<file path="config.mk">
export PLATFORM = sky130hd
export DESIGN_NAME = framebuffer_dumper
export DESIGN_NICKNAME = d
export VERILOG_FILES = /design/src/rtl/framebuffer_dumper_pkg.sv /design/src/rtl/framebuffer_dumper.sv
export SDC_FILE = /design/constraint.sdc
export NUM_CORES = 1
export LEC_CHECK = 0
export CELL_PAD_IN_SITES_DETAIL_PLACEMENT = 1
export CELL_PAD_IN_SITES_GLOBAL_PLACEMENT = 2
export CORE_UTILIZATION = 33
export DETAILED_ROUTE_END_ITERATION = 10
export PLACE_DENSITY = 0.92
export SLEW_MARGIN = 20
export SYNTH_ARGS = -nofsm -noshare
export SYNTH_HDL_FRONTEND = slang
export SYNTH_SLANG_ARGS = --single-unit
export TNS_END_PERCENT = 100
</file>
<file path="constraint.sdc">
create_clock -name clk -period 6.11 [get_ports clk]
set_input_delay 1.833 -clock clk [delete_from_list [all_inputs] [get_ports clk]]
set_output_delay 1.833 -clock clk [all_outputs]
set_load 0.02 [all_outputs]
</file>
<file path="src/rtl/framebuffer_dumper_pkg.sv">
`default_nettype none
// ============================================================================
// Module      : framebuffer_dumper_pkg
// Description : Shared definitions for the framebuffer readback path.
//               Holds the dump engine state encoding and the framebuffer
//               geometry constants. The UART-to-framebuffer write path uses
//               the same constants for its address wrap point.
// Revision    : 1.0 - initial release
// ============================================================================
package framebuffer_dumper_pkg;

    // Framebuffer geometry shared by the write path and the dump engine.
    localparam int FB_BYTES      = 9600;
    localparam int FB_ADDR_WIDTH = 14;

    // Dump engine states.
    typedef enum logic [2:0] {
        IDLE     = 3'd0,
        FETCH    = 3'd1,
        CAPTURE  = 3'd2,
        LOAD     = 3'd3,
        WAIT_ACK = 3'd4,
        WAIT_RDY = 3'd5,
        CSUM     = 3'd6,
        DONE     = 3'd7
    } dump_state_t;

endpackage
`default_nettype wire

</file>
<file path="src/rtl/framebuffer_dumper.sv">
`default_nettype none
// ============================================================================
// Module      : framebuffer_dumper
// Description : Single-shot engine that reads the whole framebuffer RAM in
//               address order and streams each byte to the UART transmitter,
//               optionally followed by an XOR checksum byte.
//
// Ports
//   clk              in   system clock
//   reset            in   asynchronous active-high reset
//   start            in   one-cycle dump request, only sampled when idle
//   busy             out  high for the duration of a dump
//   done             out  one-cycle pulse after the last byte is taken
//   ram_read_address out  registered RAM read address
//   ram_q            in   RAM read data, valid one cycle after the address
//   tx_data          out  byte presented to the UART (registered)
//   tx_load          out  one-cycle UART load strobe
//   tx_ready         in   high while the UART can accept a byte
//
// Revision    : 1.0 - initial release
// ============================================================================
module framebuffer_dumper
    import framebuffer_dumper_pkg::*;
#(
    parameter int FB_SIZE       = FB_BYTES,
    parameter int ADDR_WIDTH    = FB_ADDR_WIDTH,
    parameter int RAM_WORD_SIZE = 8,
    parameter bit SEND_CHECKSUM = 1'b1
) (
    input  logic                     clk,
    input  logic                     reset,
    input  logic                     start,
    output logic                     busy,
    output logic                     done,
    output logic [ADDR_WIDTH-1:0]    ram_read_address,
    input  logic [RAM_WORD_SIZE-1:0] ram_q,
    output logic [7:0]               tx_data,
    output logic                     tx_load,
    input  logic                     tx_ready
);

    localparam logic [ADDR_WIDTH-1:0] c_last_addr = ADDR_WIDTH'(FB_SIZE - 1);
    localparam logic [ADDR_WIDTH-1:0] c_addr_one  = ADDR_WIDTH'(1);

    // Registered state
    dump_state_t           r_state;
    logic [ADDR_WIDTH-1:0] r_addr;
    logic [7:0]            r_csum;
    logic [7:0]            r_tx_data;
    logic                  r_tx_load;
    logic                  r_busy;
    logic                  r_done;
    logic                  r_csum_sent;   // the byte in flight is the checksum

    // Next-state values
    dump_state_t           w_state;
    logic [ADDR_WIDTH-1:0] w_addr;
    logic [7:0]            w_csum;
    logic [7:0]            w_tx_data;
    logic                  w_tx_load;
    logic                  w_busy;
    logic                  w_done;
    logic                  w_csum_sent;
    logic [7:0]            w_ram_byte;

    assign w_ram_byte = 8'(ram_q);

    // ------------------------------------------------------------------
    // State and output registers
    // ------------------------------------------------------------------
    always_ff @(posedge clk or posedge reset) begin
        if (reset) begin
            r_state     <= IDLE;
            r_addr      <= '0;
            r_csum      <= '0;
            r_tx_data   <= '0;
            r_tx_load   <= 1'b0;
            r_busy      <= 1'b0;
            r_done      <= 1'b0;
            r_csum_sent <= 1'b0;
        end else begin
            r_state     <= w_state;
            r_addr      <= w_addr;
            r_csum      <= w_csum;
            r_tx_data   <= w_tx_data;
            r_tx_load   <= w_tx_load;
            r_busy      <= w_busy;
            r_done      <= w_done;
            r_csum_sent <= w_csum_sent;
        end
    end

    // ------------------------------------------------------------------
    // Next-state and next-output logic. Strobes default low so tx_load
    // and done can only ever be single-cycle pulses.
    // ------------------------------------------------------------------
    always_comb begin
        w_state     = r_state;
        w_addr      = r_addr;
        w_csum      = r_csum;
        w_tx_data   = r_tx_data;
        w_tx_load   = 1'b0;
        w_busy      = r_busy;
        w_done      = 1'b0;
        w_csum_sent = r_csum_sent;

        case (r_state)
            IDLE: begin
                if (start) begin
                    w_addr      = '0;
                    w_csum      = '0;
                    w_csum_sent = 1'b0;
                    w_busy      = 1'b1;
                    w_state     = FETCH;
                end
            end

            // The address register already drives the RAM; this cycle
            // covers the RAM read latency.
            FETCH: begin
                w_state = CAPTURE;
            end

            CAPTURE: begin
                w_tx_data = w_ram_byte;
                w_csum    = r_csum ^ w_ram_byte;
                w_state   = LOAD;
            end

            LOAD: begin
                if (tx_ready) begin
                    w_tx_load = 1'b1;
                    w_state   = WAIT_ACK;
                end
            end

            // tx_ready falling is the UART's acknowledgement of the load.
            WAIT_ACK: begin
                if (!tx_ready) begin
                    w_state = WAIT_RDY;
                end
            end

            WAIT_RDY: begin
                if (tx_ready) begin
                    if (!r_csum_sent && (r_addr < c_last_addr)) begin
                        w_addr  = r_addr + c_addr_one;
                        w_state = FETCH;
                    end else if (!r_csum_sent && SEND_CHECKSUM) begin
                        w_state = CSUM;
                    end else begin
                        // done/busy change here so they are visible in DONE.
                        w_done  = 1'b1;
                        w_busy  = 1'b0;
                        w_state = DONE;
                    end
                end
            end

            CSUM: begin
                w_tx_data   = r_csum;
                w_csum_sent = 1'b1;
                w_state     = LOAD;
            end

            // start is not sampled here, so a request coinciding with
            // done is dropped.
            DONE: begin
                w_state = IDLE;
            end

            default: begin
                w_state = IDLE;
            end
        endcase
    end

    assign busy             = r_busy;
    assign done             = r_done;
    assign ram_read_address = r_addr;
    assign tx_data          = r_tx_data;
    assign tx_load          = r_tx_load;

endmodule
`default_nettype wire

</file>
==> flow_metrics.tcl, run 1 <==
set metrics [dict create \
    outcome "finished clean" \
    grt_max_degree 38 \
    r2r_slack_ps 3720 \
    final.min_clock_period_ps 3520 \
    wire_per_inst_um 15.4 \
    grt_usage_pct 16.9 \
    io_pins 37 \
    ctsResizeCount 0 \
    synth-seq-cells 37 \
    finalSetupTns_ps 0 \
    fmax_mhz 284 \
    powerDensity_nw_per_um2 377 \
    area_growth_pct 26.6 \
    maxCapViolCount 0 \
    cts_tree "yes" \
    r2r_cells 4 \
    synth-main-ff-cell "dfrtp_1" \
    route.detailed.drc 0 \
    max_slew_margin_pct 49.2 \
    rows 26 \
    critPathKind "in -> reg" \
    core_um2 5240 \
    yosysTopAreaCellShare_pct 50.3 \
    clock_latency_ps 290 \
    gp_congestion 0.732 \
    clock_skew_ps 8.60 \
    setup_violations 0 \
    drv_slew 0 \
    endpoint_kind "register" \
    die_w_um 76.7 \
    placed_area_um2 2260 \
    cts_buffers 5 \
    ctsHoldBuffers 0 \
    syn_inst 197 \
    viasPerCell 5.37 \
    cp.arrival_ps 3740 \
    syn_nets 210 \
    worstMarginPinSlew_ps 761 \
    vdd_ir_drop_max_mv 0.191 \
    synth_edf_count 0 \
    cts_setup_buffers 0 \
    use_met3_pct 5.36 \
    drt_first_iter_violations 39 \
    use_met2_pct 27.0 \
    fin_area_um2 2330 \
    holdWs_ps 499 \
    start_util_pct 35.1 \
    die_y_um 76.7 \
    power_uw 880 \
    fin_util_pct 44.5 \
    cts-htree-levels 2 \
    period_share_pct 57.6 \
    drt-total-wl_mm 4.65 \
    grt_pass1_vias 1620 \
    min-delay-start "r_csum[0]" \
    crit_path_max_fanout 27 \
    grt_pass1_wl_mm 7.95 \
    die_area_um2 5880 \
    nets 245 \
    route.vias.total 1617 \
    rsz0062_at_grt "false" \
    hold_depth 1 \
    yosys.area.top_type "dfrtp_1" \
    antenna_found_initial 0 \
    r2r-end "ram_read_address[3]" \
    async_flop_share_pct 100 \
    syn_avg_cell_area_um2 9.34 \
    drive_gt1_share_pct 4.33 \
    ant_nets 0 \
    use_met1_pct 21.8 \
    synth.distinct_cells 31 \
    netlist_area_um2 1840 \
    cp-start-kind "input port" \
    synth.most_common_cell "dfrtp_1" \
    yosysSeqAreaShare_pct 50.3 \
    dp_hpwl_mm 3.09 \
    yosys_warnings 0 \
    yosys-top-cells-area "dfrtp_1 (50%), nand2_1 (5.7%), o21ai_0 (5.2%), mux2i_1 (4.9%), o31ai_1 (4.9%)" \
    fin_ws_ps 2590 \
    hold_viol 0 \
    clock_path_buffers 2 \
    cts-root-buf "clkbuf_8" \
    hold-path-endpoint "r_csum[0]" \
    dp_cells 295 \
    critical_path_required_ps 6330 \
    timing.rr.start "r_state[2]" \
    clk_pin_slew_ps 80 \
    firstDrtPassIters 4 \
    port-buffer-count 36 \
    pre_cts_ws_ps 2280 \
    p_leak_nw 0.950 \
    finalNonFillerCells 301 \
    synthTopCellsByCount "dfrtp_1 (37), nand2_1 (28), o21ai_0 (19)" \
    grt-ovfl-total 0 \
    n_antenna_cell 0 \
    worstHoldPathType "reg -> reg" \
    clock_sinks 37 \
    gr-max-usage-layer "met2" \
]
[where the power goes]
group / internal (mW) / leakage [nW] / total, mW / switching [mW]
Sequential: 0.316 / 0.481 / 0.384 / 0.0682
Combinational: 0.141 / 0.428 / 0.334 / 0.193
Clock: 0.0751 / 0.0399 / 0.161 / 0.0861
[cell usage in the layout (no fill, tap or decap), drive strengths merged, types with 2 or more instances in the layout]
cell type	netlist	routed
clkdlybuf4s50	0	36
dfrtp	37	37
nor3	2	2
nand2	28	28
o21ai	20	20
a21oi	15	15
o31ai	12	12
or3	2	2
clkbuf	6	5
or4	11	11
mux2i	9	9
xor2	3	3
nand4	4	4
nor2	9	9
nand3	10	10
buf	4	2
inv	9	9
and3	3	3
o22ai	3	3
[worst max path at each step]
stage,endpoint,start,cells after the start
detailed placement,ram_read_address[3],tx_ready,4
global placement,ram_read_address[8],tx_ready,4
CTS,ram_read_address[10],tx_ready,4
finish,ram_read_address[3],tx_ready,4
global route,ram_read_address[6],tx_ready,4
floorplan,ram_read_address[12],tx_ready,4
[registers in the layout (all words and copies together), names as in the netlist]
name,count
busy,1
done,1
r_csum,8
r_csum_sent,1
r_state,3
ram_read_address,14
tx_data,8
tx_load,1
[logic make-up after synthesis]
| family | share of synthesized area (%) |
|---|---|
| AOI/OAI and AO/OA | 18.0 |
| DFF | 50.3 |
| and+or+nand+nor | 20.3 |
| buffers and inverters | 4.35 |
| xor gates and xnor gates | 1.43 |
| muxes | 4.89 |
| adders and majority gates | 0.680 |
[worst max-delay path, stage by stage]
cell             delay, ps
clkdlybuf4s50_1        570
nand2_1                490
or4_1                  680
a21oi_1                160
[per-layer routing]
metal  vias to the layer above  part of all wire [%]  wire length, µm
li1                        783                     -                -
met1                       793                    49             2280
met2                        37                    45             2110
met3                         4                   4.6              212
met4                         0                  0.86               40
met5                         -                     0                0
[cell type report]
type | instances | area, µm²
fillers | 608 | 2910
flip-flops and latches | 37 | 926
multi-input cells | 141 | 835
repair buffers | 38 | 375
well taps | 70 | 87.6
clock buffers | 5 | 68.8
inverters | 9 | 33.8
clock inverters | 1 | 5.00
Power figures use the tool's default switching activity.
==> inputs of run 2 (changes only) <==
- CORE_UTILIZATION: 33 -> 28
- PLACE_DENSITY: 0.92 -> 0.84
- clock period: 6.11 -> 3.2 ns (I/O delays scaled with it)
==> run 2 against run 1 <==
  * Combinational power rose by 110%
  * Wire length rose by 2.5%
  * Worst hold slack got worse by 9.1 ps
  * Clock power rose by 130%
  * Clock skew fell by 3.4 ps
  * Critical path type is now reg -> out
==> flow_metrics.tcl, run 2 (synthesized netlist as in run 1, its figures left out) <==
set metrics [dict create \
    outcome "finished clean" \
    p_comb_share_pct 39.1 \
    clock_path_buffers 2 \
    period_share_pct 75.4 \
    cts_tree "yes" \
    dp_hpwl_mm 3.21 \
    io_pins 37 \
    grt_pass1_vias 1683 \
    fmax_mhz 415 \
    ctsHoldBuffers 0 \
    drive_gt1_share_pct 6.36 \
    route.vias.total 1612 \
    firstDrtPassIters 4 \
    min-delay-start "r_csum[3]" \
    pre_cts_ws_ps 569 \
    die_y_um 83.1 \
    fill_cells 741 \
    hold_viol 0 \
    gp_congestion 0.766 \
    cts-root-buf "clkbuf_8" \
    critical-path-top-delay-family "buffers and inverters" \
    fin_area_um2 2390 \
    cp-start-kind "register" \
    worstMarginPinSlew_ps 537 \
    critPathKind "reg -> out" \
    r2r_slack_ps 940 \
    die_area_um2 6900 \
    cp_num_buf_inv 1 \
    max_slew_margin_pct 64.0 \
    drt-total-wl_mm 4.77 \
    ctsResizeCount 0 \
    critPathLaunch "ram_read_address[2]" \
    powerDensity_nw_per_um2 739 \
    ant_nets 0 \
    p_leak_nw 0.978 \
    vdd_ir_drop_max_mv 0.344 \
    largest_register_ffs 14 \
    cts-htree-levels 2 \
    cp.arrival_ps 1450 \
    setup_violations 0 \
    viasPerCell 5.15 \
    core_um2 6350 \
    die_w_um 83.1 \
    wire_per_inst_um 15.2 \
    grt_pass1_wl_mm 8.45 \
    rows 29 \
    drt_first_iter_violations 89 \
    switching_share_pct 38.7 \
    p_int_mw 1.08 \
    path_cells "clkdlybuf4s50_1" \
    maxCapViolCount 0 \
    clock_sinks 37 \
    final_common_cell "dfrtp_1" \
    clock_power_share_pct 21.0 \
    cts_buffers 5 \
    grt_usage_pct 15.4 \
    cp_slowest_stage_delay_ps 660 \
    r2r_cells 6 \
    cpMaxStageDelayCell "clkdlybuf4s50_1" \
    r2r-end "ram_read_address[4]" \
    critical_path_required_ps 2240 \
    cts_setup_buffers 0 \
    clock_latency_ps 300 \
    clk_pin_slew_ps 80 \
    endpoint_kind "output port" \
    antenna_found_initial 0 \
    route.detailed.drc 0 \
    grt-ovfl-total 0 \
    rsz0062_at_grt "false" \
    crit_path_max_fanout 8 \
    timing.rr.start "ram_read_address[0]" \
    nets 248 \
    area_growth_pct 29.8 \
    hold-path-endpoint "r_csum[3]" \
    final.min_clock_period_ps 2410 \
    clock_skew_ps 5.19 \
    placed_area_um2 2290 \
    drv_slew 0 \
    n_antenna_cell 0 \
    fin_ws_ps 788 \
    finalSetupTns_ps 0 \
    final_cell_mix "dfrtp_1 (37), clkdlybuf4s50_1 (36), nand2_1 (28)" \
    port-buffer-count 36 \
    hold_depth 1 \
    cp.depth 1 \
    grt_max_degree 38 \
    p_seq_share_pct 39.9 \
    switching_power_uw 683 \
    start_util_pct 29.0 \
    worstHoldPathType "reg -> reg" \
]
run 2: changes by cell type in the layout (fill, tap and decap cells not counted):
cell      before  now
buf_4          2    5
clkbuf_8       5    7
run 2: area by class of cell:
class / instances / area, µm² / share of cell area (%)
sequential: 37 / 926 / 38.7
multi-input combinational: 141 / 835 / 34.9
timing repair buffer: 41 / 398 / 16.6
clock buffer: 7 / 96.3 / 4.03
tap: 77 / 96.3 / 4.03
inverter: 9 / 33.8 / 1.41
clock inverter: 1 / 5.00 / 0.209
run 2: power groups by stage:
stage	clock network [mW]	registers [mW]	logic, mW
after floorplan	0	0.762	0.380
after global placement	0	0.709	0.679
after detailed placement	0	0.712	0.695
after CTS	0.390	0.706	0.703
after global routing	0.406	0.725	0.775
final	0.371	0.704	0.691
run 2: routing by layer:
| metal | part of all wire (%) | up-vias | global-route usage [%] | wire length [µm] |
|---|---|---|---|---|
| met4 | 0.96 | 0 | 3.29 | 46 |
| met5 | 0 | - | 0 | 0 |
| met2 | 45 | 33 | 24.2 | 2160 |
| met3 | 4.5 | 5 | 4.87 | 215 |
| met1 | 49 | 782 | 20.8 | 2340 |
| li1 | - | 792 | - | - |
run 2: per-stage QoR:
stage / total power [mW] / hold slack (ps) / util, % / cells
6_report: 1.77 / 490 / 37.6 / 313
2_1_floorplan: 1.14 / 456 / - / 197
4_1_cts: 1.80 / 496 / 37.6 / 313
3_3_place_gp: 1.39 / 470 / 36.0 / 305
5_1_grt: 1.91 / 511 / 37.6 / 313
3_5_place_dp: 1.41 / 479 / 36.0 / 305
run 2: worst max-delay path by stage:
| stage | end | slack (ps) |
|---|---|---|
| 2_1_floorplan | ram_read_address[12] | 1080 |
| 3_3_place_gp | ram_read_address[5] | 650 |
| 3_5_place_dp | ram_read_address[4] | 570 |
| 4_1_cts | ram_read_address[2] | 770 |
| 5_1_grt | ram_read_address[2] | 720 |
| 6_report | ram_read_address[2] | 790 |
==> inputs of run 3 (changes only) <==
- clock period: 3.2 -> 2.14 ns (I/O delays scaled with it)
==> run 3 against run 2 <==
  * Die area did not move
  * Via count rose by 6.1%
  * Count of clock-buffer cells in the layout fell by 2
  * Clock skew rose by 3.7 ps
  * Final cell count rose by 3.5%
  * Worst hold slack got worse by 2.1 ps
  * Register-to-register slack got worse by 890 ps
  * Clock power rose by 97%
==> flow_metrics.tcl, run 3 (synthesized netlist as in run 1, its figures left out) <==
set metrics [dict create \
    timing.rr.start "ram_read_address[0]" \
    cts-htree-levels 2 \
    port-buffer-count 36 \
    cts-root-buf "clkbuf_8" \
    antenna_found_initial 0 \
    route.vias.total 1711 \
    rsz0062_at_grt "true" \
    nets 259 \
    start_util_pct 29.0 \
    fin_area_um2 2580 \
    gp_congestion 0.804 \
    p_leak_nw 1.08 \
    placed_area_um2 2330 \
    clock_latency_ps 300 \
    final_common_cell "dfrtp_1" \
    fmax_mhz 478 \
    powerDensity_nw_per_um2 1150 \
    critical_path_required_ps 2360 \
    critPathLaunch "ram_read_address[0]" \
    drt-total-wl_mm 5.50 \
    die_y_um 83.1 \
    rows 29 \
    fin_ws_ps 46.9 \
    area_growth_pct 40.1 \
    clock_path_buffers 2 \
    drv_slew 0 \
    gr-max-usage-layer "met2" \
    use_met2_pct 27.6 \
    largest_register_ffs 14 \
    core_um2 6350 \
    hold_depth 2 \
    crit_path_max_fanout 7 \
    r2r_cells 7 \
    period_share_pct 97.8 \
    finalSetupTns_ps 0 \
    use_met3_pct 3.28 \
    route.detailed.drc 0 \
    grt_usage_pct 16.5 \
    outcome "finished clean" \
    clk_pin_slew_ps 80 \
    drive_gt1_share_pct 15.4 \
    finalNonFillerCells 324 \
    maxCapViolCount 0 \
    grt_pass1_vias 1781 \
    wire_per_inst_um 17.0 \
    io_pins 37 \
    max_slew_margin_pct 62.2 \
    endpoint_kind "register" \
    grt-ovfl-total 0 \
    use_met1_pct 20.7 \
    cts_tree "yes" \
    setup_violations 0 \
    grt_max_degree 38 \
    dp_hpwl_mm 3.43 \
    cts_buffers 5 \
    n_antenna_cell 0 \
    final_cell_mix "dfrtp_1 (36), clkdlybuf4s50_1 (35), nand2_1 (28)" \
    viasPerCell 5.28 \
    fin_util_pct 40.6 \
    ant_nets 0 \
    cp.arrival_ps 2320 \
    critPathKind "reg -> reg" \
    worstHoldPathType "reg -> reg" \
    die_w_um 83.1 \
    grt_pass1_wl_mm 8.98 \
    hold_viol 0 \
    firstDrtPassIters 4 \
    drt_first_iter_violations 127 \
    final.min_clock_period_ps 2090 \
    worstMarginPinSlew_ps 564 \
    vdd_ir_drop_max_mv 0.470 \
    clock_skew_ps 8.94 \
    power_mw 2.96 \
    pre_cts_ws_ps -22.3 \
    clock_sinks 37 \
    cp-start-kind "register" \
    holdWs_ps 487 \
    min-delay-start "tx_data[5]" \
    dp_cells 309 \
    die_area_um2 6900 \
]
-- run 3: cell count changes in the layout (fill, tap and decap cells not counted), moves of 2 or more --
cell,delta
buf_4,+8
bufinv_16,+2
or4_4,+4
buf_12,+2
a21oi_1,-6
or4_1,-4
a21oi_2,+6
clkbuf_8,-2
-- run 3: path summary, 6_finish.rpt --
path	to	slack (ps)
setup / recovery	ram_read_address[12]	50
hold / removal	tx_data[5]	490
setup reg to reg	ram_read_address[12]	50
hold reg to reg	tx_data[5]	490
max in group asynchronous	ram_read_address[11]	1010
min in group asynchronous	tx_data[0]	760
-- run 3: layout make-up --
type,instances,area (µm²)
inverters,9,33.8
clock buffers,5,68.8
repair buffers,51,500
fillers,714,3770
multi-input cells,142,887
well taps,77,96.3
clock inverters,3,65.1
flip-flops and latches,37,927
-- run 3: per-layer routing --
layer  up-vias  wire [µm]
li1        819          -
met1       846       2500
met2        38       2720
met3         8        210
met4         0         79
met5         -          0
-- run 3: power by group --
part	internal [mW]	switching [mW]
Clock	0.463	0.268
Sequential	0.902	0.165
Combinational	0.494	0.664
-- run 3: repair_timing --
item	4_1_cts	5_1_grt
resized for setup	2	14
hold endpoints to repair	0	0
setup endpoints to repair	1	12
hold buffers	0	0
cloned	0	1
pin swaps	0	7
buffers inserted	0	6
-- run 3: worst max-delay path: stages (launching register included) --
cell      delay, ps
dfrtp_1         390
ha_2            190
nand4b_1        110
o21ai_2         100
o41a_4          450
buf_12          150
or4_1           470
a21oi_1         160
